**src/rtl/dmem_pkg.sv**
```systemverilog
// Shared types and constants for the data-memory access controller.
package dmem_pkg;

    typedef enum logic [1:0] {
        SZ_B = 2'b00,
        SZ_H = 2'b01,
        SZ_W = 2'b10
    } size_e;

    localparam logic [1:0] ST_B = 2'b01;
    localparam logic [1:0] ST_H = 2'b10;
    localparam logic [1:0] ST_W = 2'b11;

    localparam logic [2:0] RD_B = 3'b001;
    localparam logic [2:0] RD_H = 3'b010;
    localparam logic [2:0] RD_W = 3'b011;

    typedef enum logic [1:0] {
        IDLE  = 2'b00,
        ISSUE = 2'b01,
        RESP  = 2'b10
    } state_e;

    typedef enum logic {
        CORE = 1'b0,
        DMA  = 1'b1
    } owner_t;

    // Illegal size, misaligned half/word, or address beyond the array.
    function automatic logic req_err(input logic [1:0]  size,
                                     input logic [31:0] addr,
                                     input logic [31:0] mem_bytes);
        return (size == 2'b11)
            || ((size == SZ_H) && addr[0])
            || ((size == SZ_W) && (addr[1:0] != 2'b00))
            || (addr >= mem_bytes);
    endfunction

endpackage

```
**src/rtl/dmem_load_ext.sv**
```systemverilog
// Load-data extension: selects the low byte/half of the raw memory word and
// sign- or zero-extends it; words pass through.
module dmem_load_ext
    import dmem_pkg::*;
(
    input  logic [1:0]  i_size,
    input  logic        i_unsigned,
    input  logic [31:0] i_raw,
    output logic [31:0] o_data
);

    logic w_sign_b;
    logic w_sign_h;

    assign w_sign_b = ~i_unsigned & i_raw[7];
    assign w_sign_h = ~i_unsigned & i_raw[15];

    always_comb begin
        o_data = i_raw;
        case (i_size)
            SZ_B:    o_data = {{24{w_sign_b}}, i_raw[7:0]};
            SZ_H:    o_data = {{16{w_sign_h}}, i_raw[15:0]};
            default: o_data = i_raw;
        endcase
    end

endmodule

```
**src/rtl/dmem_arbiter.sv**
```systemverilog
// Two-port (core / debug-DMA) arbiter and access controller for the data memory.
// One access in flight at a time: IDLE -> ISSUE -> RESP, or IDLE -> RESP on error.
module dmem_arbiter
    import dmem_pkg::*;
#(
    parameter int unsigned MEM_BYTES = 2048,
    parameter int unsigned ADDR_W    = 16
) (
    input  logic              clk,
    input  logic              rst,

    input  logic              c_req_valid,
    output logic              c_req_ready,
    input  logic              c_req_we,
    input  logic [1:0]        c_req_size,
    input  logic              c_req_unsigned,
    input  logic [ADDR_W-1:0] c_req_addr,
    input  logic [31:0]       c_req_wdata,
    output logic              c_rsp_valid,
    output logic [31:0]       c_rsp_rdata,
    output logic              c_rsp_err,

    input  logic              d_req_valid,
    output logic              d_req_ready,
    input  logic              d_req_we,
    input  logic [1:0]        d_req_size,
    input  logic              d_req_unsigned,
    input  logic [ADDR_W-1:0] d_req_addr,
    input  logic [31:0]       d_req_wdata,
    output logic              d_rsp_valid,
    output logic [31:0]       d_rsp_rdata,
    output logic              d_rsp_err,

    output logic              mem_re,
    output logic              mem_we,
    output logic [1:0]        mem_store_type,
    output logic [2:0]        mem_read_type,
    output logic [ADDR_W-1:0] mem_addr,
    output logic [31:0]       mem_wdata,
    input  logic [31:0]       mem_rdata
);

    state_e            r_state;
    state_e            w_state_next;
    owner_t            r_last;
    owner_t            r_owner;
    logic              r_we;
    logic [1:0]        r_size;
    logic              r_unsigned;
    logic              r_err;

    logic              r_mem_re;
    logic              r_mem_we;
    logic [1:0]        r_store_type;
    logic [2:0]        r_read_type;
    logic [ADDR_W-1:0] r_mem_addr;
    logic [31:0]       r_mem_wdata;

    logic              w_idle;
    logic              w_c_grant;
    logic              w_d_grant;
    logic              w_accept;
    logic              w_sel_we;
    logic [1:0]        w_sel_size;
    logic              w_sel_unsigned;
    logic [ADDR_W-1:0] w_sel_addr;
    logic [31:0]       w_sel_wdata;
    logic              w_sel_err;
    logic [1:0]        w_st_type;
    logic [2:0]        w_rd_type;

    logic              w_resp;
    logic [31:0]       w_ext;
    logic [31:0]       w_rsp_data;

    // Round-robin on ties: the port not served last wins.
    assign w_idle    = (r_state == IDLE);
    assign w_c_grant = c_req_valid & (~d_req_valid | (r_last == DMA));
    assign w_d_grant = d_req_valid & (~c_req_valid | (r_last == CORE));

    assign c_req_ready = w_idle & w_c_grant & ~rst;
    assign d_req_ready = w_idle & w_d_grant & ~rst;
    assign w_accept    = c_req_ready | d_req_ready;

    assign w_sel_we       = w_c_grant ? c_req_we       : d_req_we;
    assign w_sel_size     = w_c_grant ? c_req_size     : d_req_size;
    assign w_sel_unsigned = w_c_grant ? c_req_unsigned : d_req_unsigned;
    assign w_sel_addr     = w_c_grant ? c_req_addr     : d_req_addr;
    assign w_sel_wdata    = w_c_grant ? c_req_wdata    : d_req_wdata;

    assign w_sel_err = req_err(w_sel_size, 32'(w_sel_addr), 32'(MEM_BYTES));

    always_comb begin
        w_st_type = ST_W;
        w_rd_type = RD_W;
        case (w_sel_size)
            SZ_B: begin
                w_st_type = ST_B;
                w_rd_type = RD_B;
            end
            SZ_H: begin
                w_st_type = ST_H;
                w_rd_type = RD_H;
            end
            default: begin
                w_st_type = ST_W;
                w_rd_type = RD_W;
            end
        endcase
    end

    always_comb begin
        w_state_next = r_state;
        unique case (r_state)
            IDLE: begin
                if (w_accept) begin
                    w_state_next = w_sel_err ? RESP : ISSUE;
                end
            end
            ISSUE:   w_state_next = RESP;
            RESP:    w_state_next = IDLE;
            default: w_state_next = IDLE;
        endcase
    end

    always_ff @(posedge clk) begin
        if (rst) begin
            r_state      <= IDLE;
            r_last       <= DMA;
            r_owner      <= CORE;
            r_we         <= 1'b0;
            r_size       <= 2'b00;
            r_unsigned   <= 1'b0;
            r_err        <= 1'b0;
            r_mem_re     <= 1'b0;
            r_mem_we     <= 1'b0;
            r_store_type <= 2'b00;
            r_read_type  <= 3'b000;
            r_mem_addr   <= '0;
            r_mem_wdata  <= '0;
        end else begin
            r_state      <= w_state_next;
            // Strobes and type codes are single-cycle: only the ISSUE cycle sees them.
            r_mem_re     <= 1'b0;
            r_mem_we     <= 1'b0;
            r_store_type <= 2'b00;
            r_read_type  <= 3'b000;
            if (w_accept) begin
                r_owner    <= w_c_grant ? CORE : DMA;
                r_last     <= w_c_grant ? CORE : DMA;
                r_we       <= w_sel_we;
                r_size     <= w_sel_size;
                r_unsigned <= w_sel_unsigned;
                r_err      <= w_sel_err;
                if (!w_sel_err) begin
                    r_mem_addr  <= w_sel_addr;
                    r_mem_wdata <= w_sel_wdata;
                    r_mem_we    <= w_sel_we;
                    r_mem_re    <= ~w_sel_we;
                    if (w_sel_we) begin
                        r_store_type <= w_st_type;
                    end else begin
                        r_read_type <= w_rd_type;
                    end
                end
            end
        end
    end

    assign mem_re         = r_mem_re;
    assign mem_we         = r_mem_we;
    assign mem_store_type = r_store_type;
    assign mem_read_type  = r_read_type;
    assign mem_addr       = r_mem_addr;
    assign mem_wdata      = r_mem_wdata;

    // The memory only refreshes the bytes it reads, so the upper bits of
    // mem_rdata may be stale; the extender masks them off.
    dmem_load_ext u_load_ext (
        .i_size     (r_size),
        .i_unsigned (r_unsigned),
        .i_raw      (mem_rdata),
        .o_data     (w_ext)
    );

    assign w_resp     = (r_state == RESP);
    assign w_rsp_data = (r_we || r_err) ? 32'd0 : w_ext;

    assign c_rsp_valid = w_resp & (r_owner == CORE);
    assign c_rsp_rdata = c_rsp_valid ? w_rsp_data : 32'd0;
    assign c_rsp_err   = c_rsp_valid & r_err;

    assign d_rsp_valid = w_resp & (r_owner == DMA);
    assign d_rsp_rdata = d_rsp_valid ? w_rsp_data : 32'd0;
    assign d_rsp_err   = d_rsp_valid & r_err;

endmodule

```
**config.mk**
```make
export PLATFORM = sky130hd
export DESIGN_NAME = dmem_arbiter
export DESIGN_NICKNAME = d
export VERILOG_FILES = /design/src/rtl/dmem_pkg.sv /design/src/rtl/dmem_load_ext.sv /design/src/rtl/dmem_arbiter.sv
export SDC_FILE = /design/constraint.sdc
export NUM_CORES = 1
export LEC_CHECK = 0
export ABC_CLOCK_PERIOD_IN_PS = 2600
export BUFFER_PORTS_ARGS = -buffer_cell sky130_fd_sc_hd__buf_2
export CAP_MARGIN = 10
export CORE_MARGIN = 8
export CORE_UTILIZATION = 46
export CTS_BUF_LIST = sky130_fd_sc_hd__clkbuf_2 sky130_fd_sc_hd__clkbuf_4 sky130_fd_sc_hd__clkbuf_8
export DETAILED_ROUTE_END_ITERATION = 10
export PLACE_DENSITY = 0.88
export REMOVE_ABC_BUFFERS = 1
export SYNTH_ARGS = -nofsm -noshare
export SYNTH_HDL_FRONTEND = slang
export SYNTH_SLANG_ARGS = --single-unit
```
**constraint.sdc**
```tcl
create_clock -name clk -period 2.6 [get_ports clk]
set_input_delay 0.13 -clock clk [delete_from_list [all_inputs] [get_ports clk]]
set_output_delay 0.13 -clock clk [all_outputs]
set_load 0.01 [all_outputs]
```
==> run summary <==
Outcome: finished, final reports clean
Pwr Density: 452 nW/um2
Worst EP arrival: 2.20 ns
Max-cap viol count: 0
Synth Area in Adders: 0
Final setup TNS: 0 ns
Clk pin slew, worst setup/hold paths: 0.07 ns
EDFF count, synth: 0
Die span in x: 106 um
Total number of vias: 4443
GP Congestion: 0.938
ANT nets after route: 0
Synthesis-to-layout area growth: 41.2%
Hold_ws: 0.0685 ns
Most frequent cells in the layout: buf_2 (263), nand2_1 (89), nor2_1 (69), dfxtp_1 (63), a31o_1 (43)
Hold buffers post-CTS: 0
Drt pass-1 iters: 4
Layout cell share with drive strength beyond 1: 0.478
Largest family of logic cells by synthesized area: compound AO/OA/AOI/OAI gates
Setup bufs post-CTS: 0
Yosys reg bits: 63
Multiplexer area fraction after synthesis: 0.0173
Multi-input logic area: 2270 um2
Setup-failing EPs final: 0
Slew Limit Fails: 0
Ant diodes: 0
IO buf count: 263
Worst Path Required: 2.47 ns
Number of DRC markers in iteration 0: 316
Slew headroom: 0.483
Worst Hold Class: in2reg
Max IR drop VDD: 358 uV
Largest net degree at the start of global routing: 51
Core ar.: 8050 um2
F_max: 429 MHz
Most common cell after layout, fill and taps aside: buf_2
Root buf cell: clkbuf_8
# fillers: 693
DPL Wire Length: 11200 um
Vias in the first global route: 4552
H-tree Lvls: 3
Compound-Gate Fraction of Synth Area: 0.315
Initial antenna violation count: 0
DR DRC count: 0
Number of placement rows: 33
Gr ovfl total: 0
# nets final: 836
Cts repair resizes: 0
Syn Std Cell Area: 3760 um2
Crit. End Element: output port
Post-synthesis simple-gate area fraction: 0.268
TritonCTS Buffers: 9
Clock Skews: 0.00513 ns
Synthesized area per cell: 8.23 um2
Least-Margin Pin Slew: 0.775 ns
Worst-Skew Late Latency: 0.33 ns
Final hold violations: 0
Async set-or-reset flop fraction in the synthesized netlist: 0
Unrepaired setup endpoints after global routing: no
DR vias/cell: 5.51
Per-cell routed wire length: 18.1 um
Initial Util: 0.467
Ports: 265
Post-Syn Instances: 457
First-pass GRT wire length: 22500 um
CP Max Fanout: 27
Post-Synth XOR/XNOR Area: 0
Chip height: 106 um
Clk sink count: 63
Synth warnings: 0
Overall Global Routing Usage: 0.238
Cell variety after synth: 36
FF/Latch Area: 1260 um2
P_leak: 2.75 nW
Most used DFF post-synth: dfxtp_1
Final min period: 2.33 ns
CTS tree: built
Critical path type: reg2out
CP Launch Type: flop
Sequential share of the synthesized area: 0.335
Longest Clk Path Bufs: 2
Die ar.: 11300 um2
Tcrit/Tclk final: 0.897
Final WL: 14600 um
==> routing by layer <==
metal / up-vias / wire length (um) / GRT usage
met5: - / 0 / 0
met4: 0 / 210 / 0.0663
met1: 2093 / 5440 / 0.261
li1: 2110 / - / -
met3: 17 / 1680 / 0.0986
met2: 223 / 7300 / 0.411
==> cells by family after synthesis <==
kind of cell / after synthesis
compound gates: 114
buf+inv: 50
flops: 63
mux: 6
other cells: 1
simple gates: 223
==> where the power goes <==
part           switching [W]  internal, W
combinational       0.000275     0.000181
clock               0.000372     0.000573
sequential         0.0000207     0.000977
total               0.000668      0.00173
==> final cells by class <==
| type | count | share of cell area |
|---|---|---|
| Sequential cell | 63 | 0.238 |
| Clock inverter | 2 | 0.00660 |
| Clock buffer | 14 | 0.0363 |
| Timing Repair Buffer | 274 | 0.264 |
| Multi-Input combinational cell | 344 | 0.428 |
| Inverter | 4 | 0.00283 |
| Tap cell | 105 | 0.0248 |
==> state kept, by name, summed over array words and instances, names as in the netlist, 2 cells and up <==
signal,flops
mem_addr,16
mem_read_type,2
r_size,2
r_state,2
mem_store_type,2
mem_wdata,32
==> per-stage QoR <==
stage / area [um2] / cells / total power (W) / worst slack, ns / util
final: 5310 / 806 / 0.00240 / 0.269 / 0.659
after global routing: 5310 / 806 / 0.00249 / 0.0206 / 0.659
after CTS: 5310 / 806 / 0.00240 / 0.282 / 0.659
after detailed placement: 5080 / 790 / 0.00147 / 0.383 / 0.631
after global placement: 5080 / 790 / 0.00146 / 0.470 / 0.631
after floorplan: 3530 / 411 / 0.00124 / -0.689 / -
==> critical path, cell delays in order, from the launching register on <==
cell	delay [ns]
dfxtp_1	0.81
o21bai_1	0.23
nand3_1	0.43
nor2_1	0.24
buf_2	0.16
==> cell usage after synthesis, types with 4 or more instances <==
cell type	number	area (um2)
clkbuf_1	25	93.8
nor2_1	69	259
o21ai_0	5	25.0
dfxtp_1	63	1260
o21a_1	10	75.1
and2_1	5	31.3
and3_1	26	163
nor2b_1	16	100
buf_6	5	56.3
mux2i_1	5	50.1
buf_2	9	45.0
nor3b_1	4	30.0
a21oi_1	4	20.0
buf_1	6	22.5
a2111oi_0	4	35.0
nand2_1	91	342
a31o_1	43	377
a2111oi_2	37	556
inv_1	4	15.0
nand3_1	4	20.0
nor3_1	4	20.0
==> worst paths after layout <==
| check | start | to | slack, ns | cells past startpoint |
|---|---|---|---|---|
| setup / recovery | r_size[1] | d_rsp_rdata[18] | 0.27 | 4 |
| hold / removal | d_req_unsigned | r_unsigned | 0.07 | 3 |
| setup reg to reg | r_last | mem_wdata[4] | 0.37 | 5 |
| hold reg to reg | mem_wdata[14] | mem_wdata[14] | 0.47 | 1 |
Note: power is estimated with default switching activity, not from simulation.
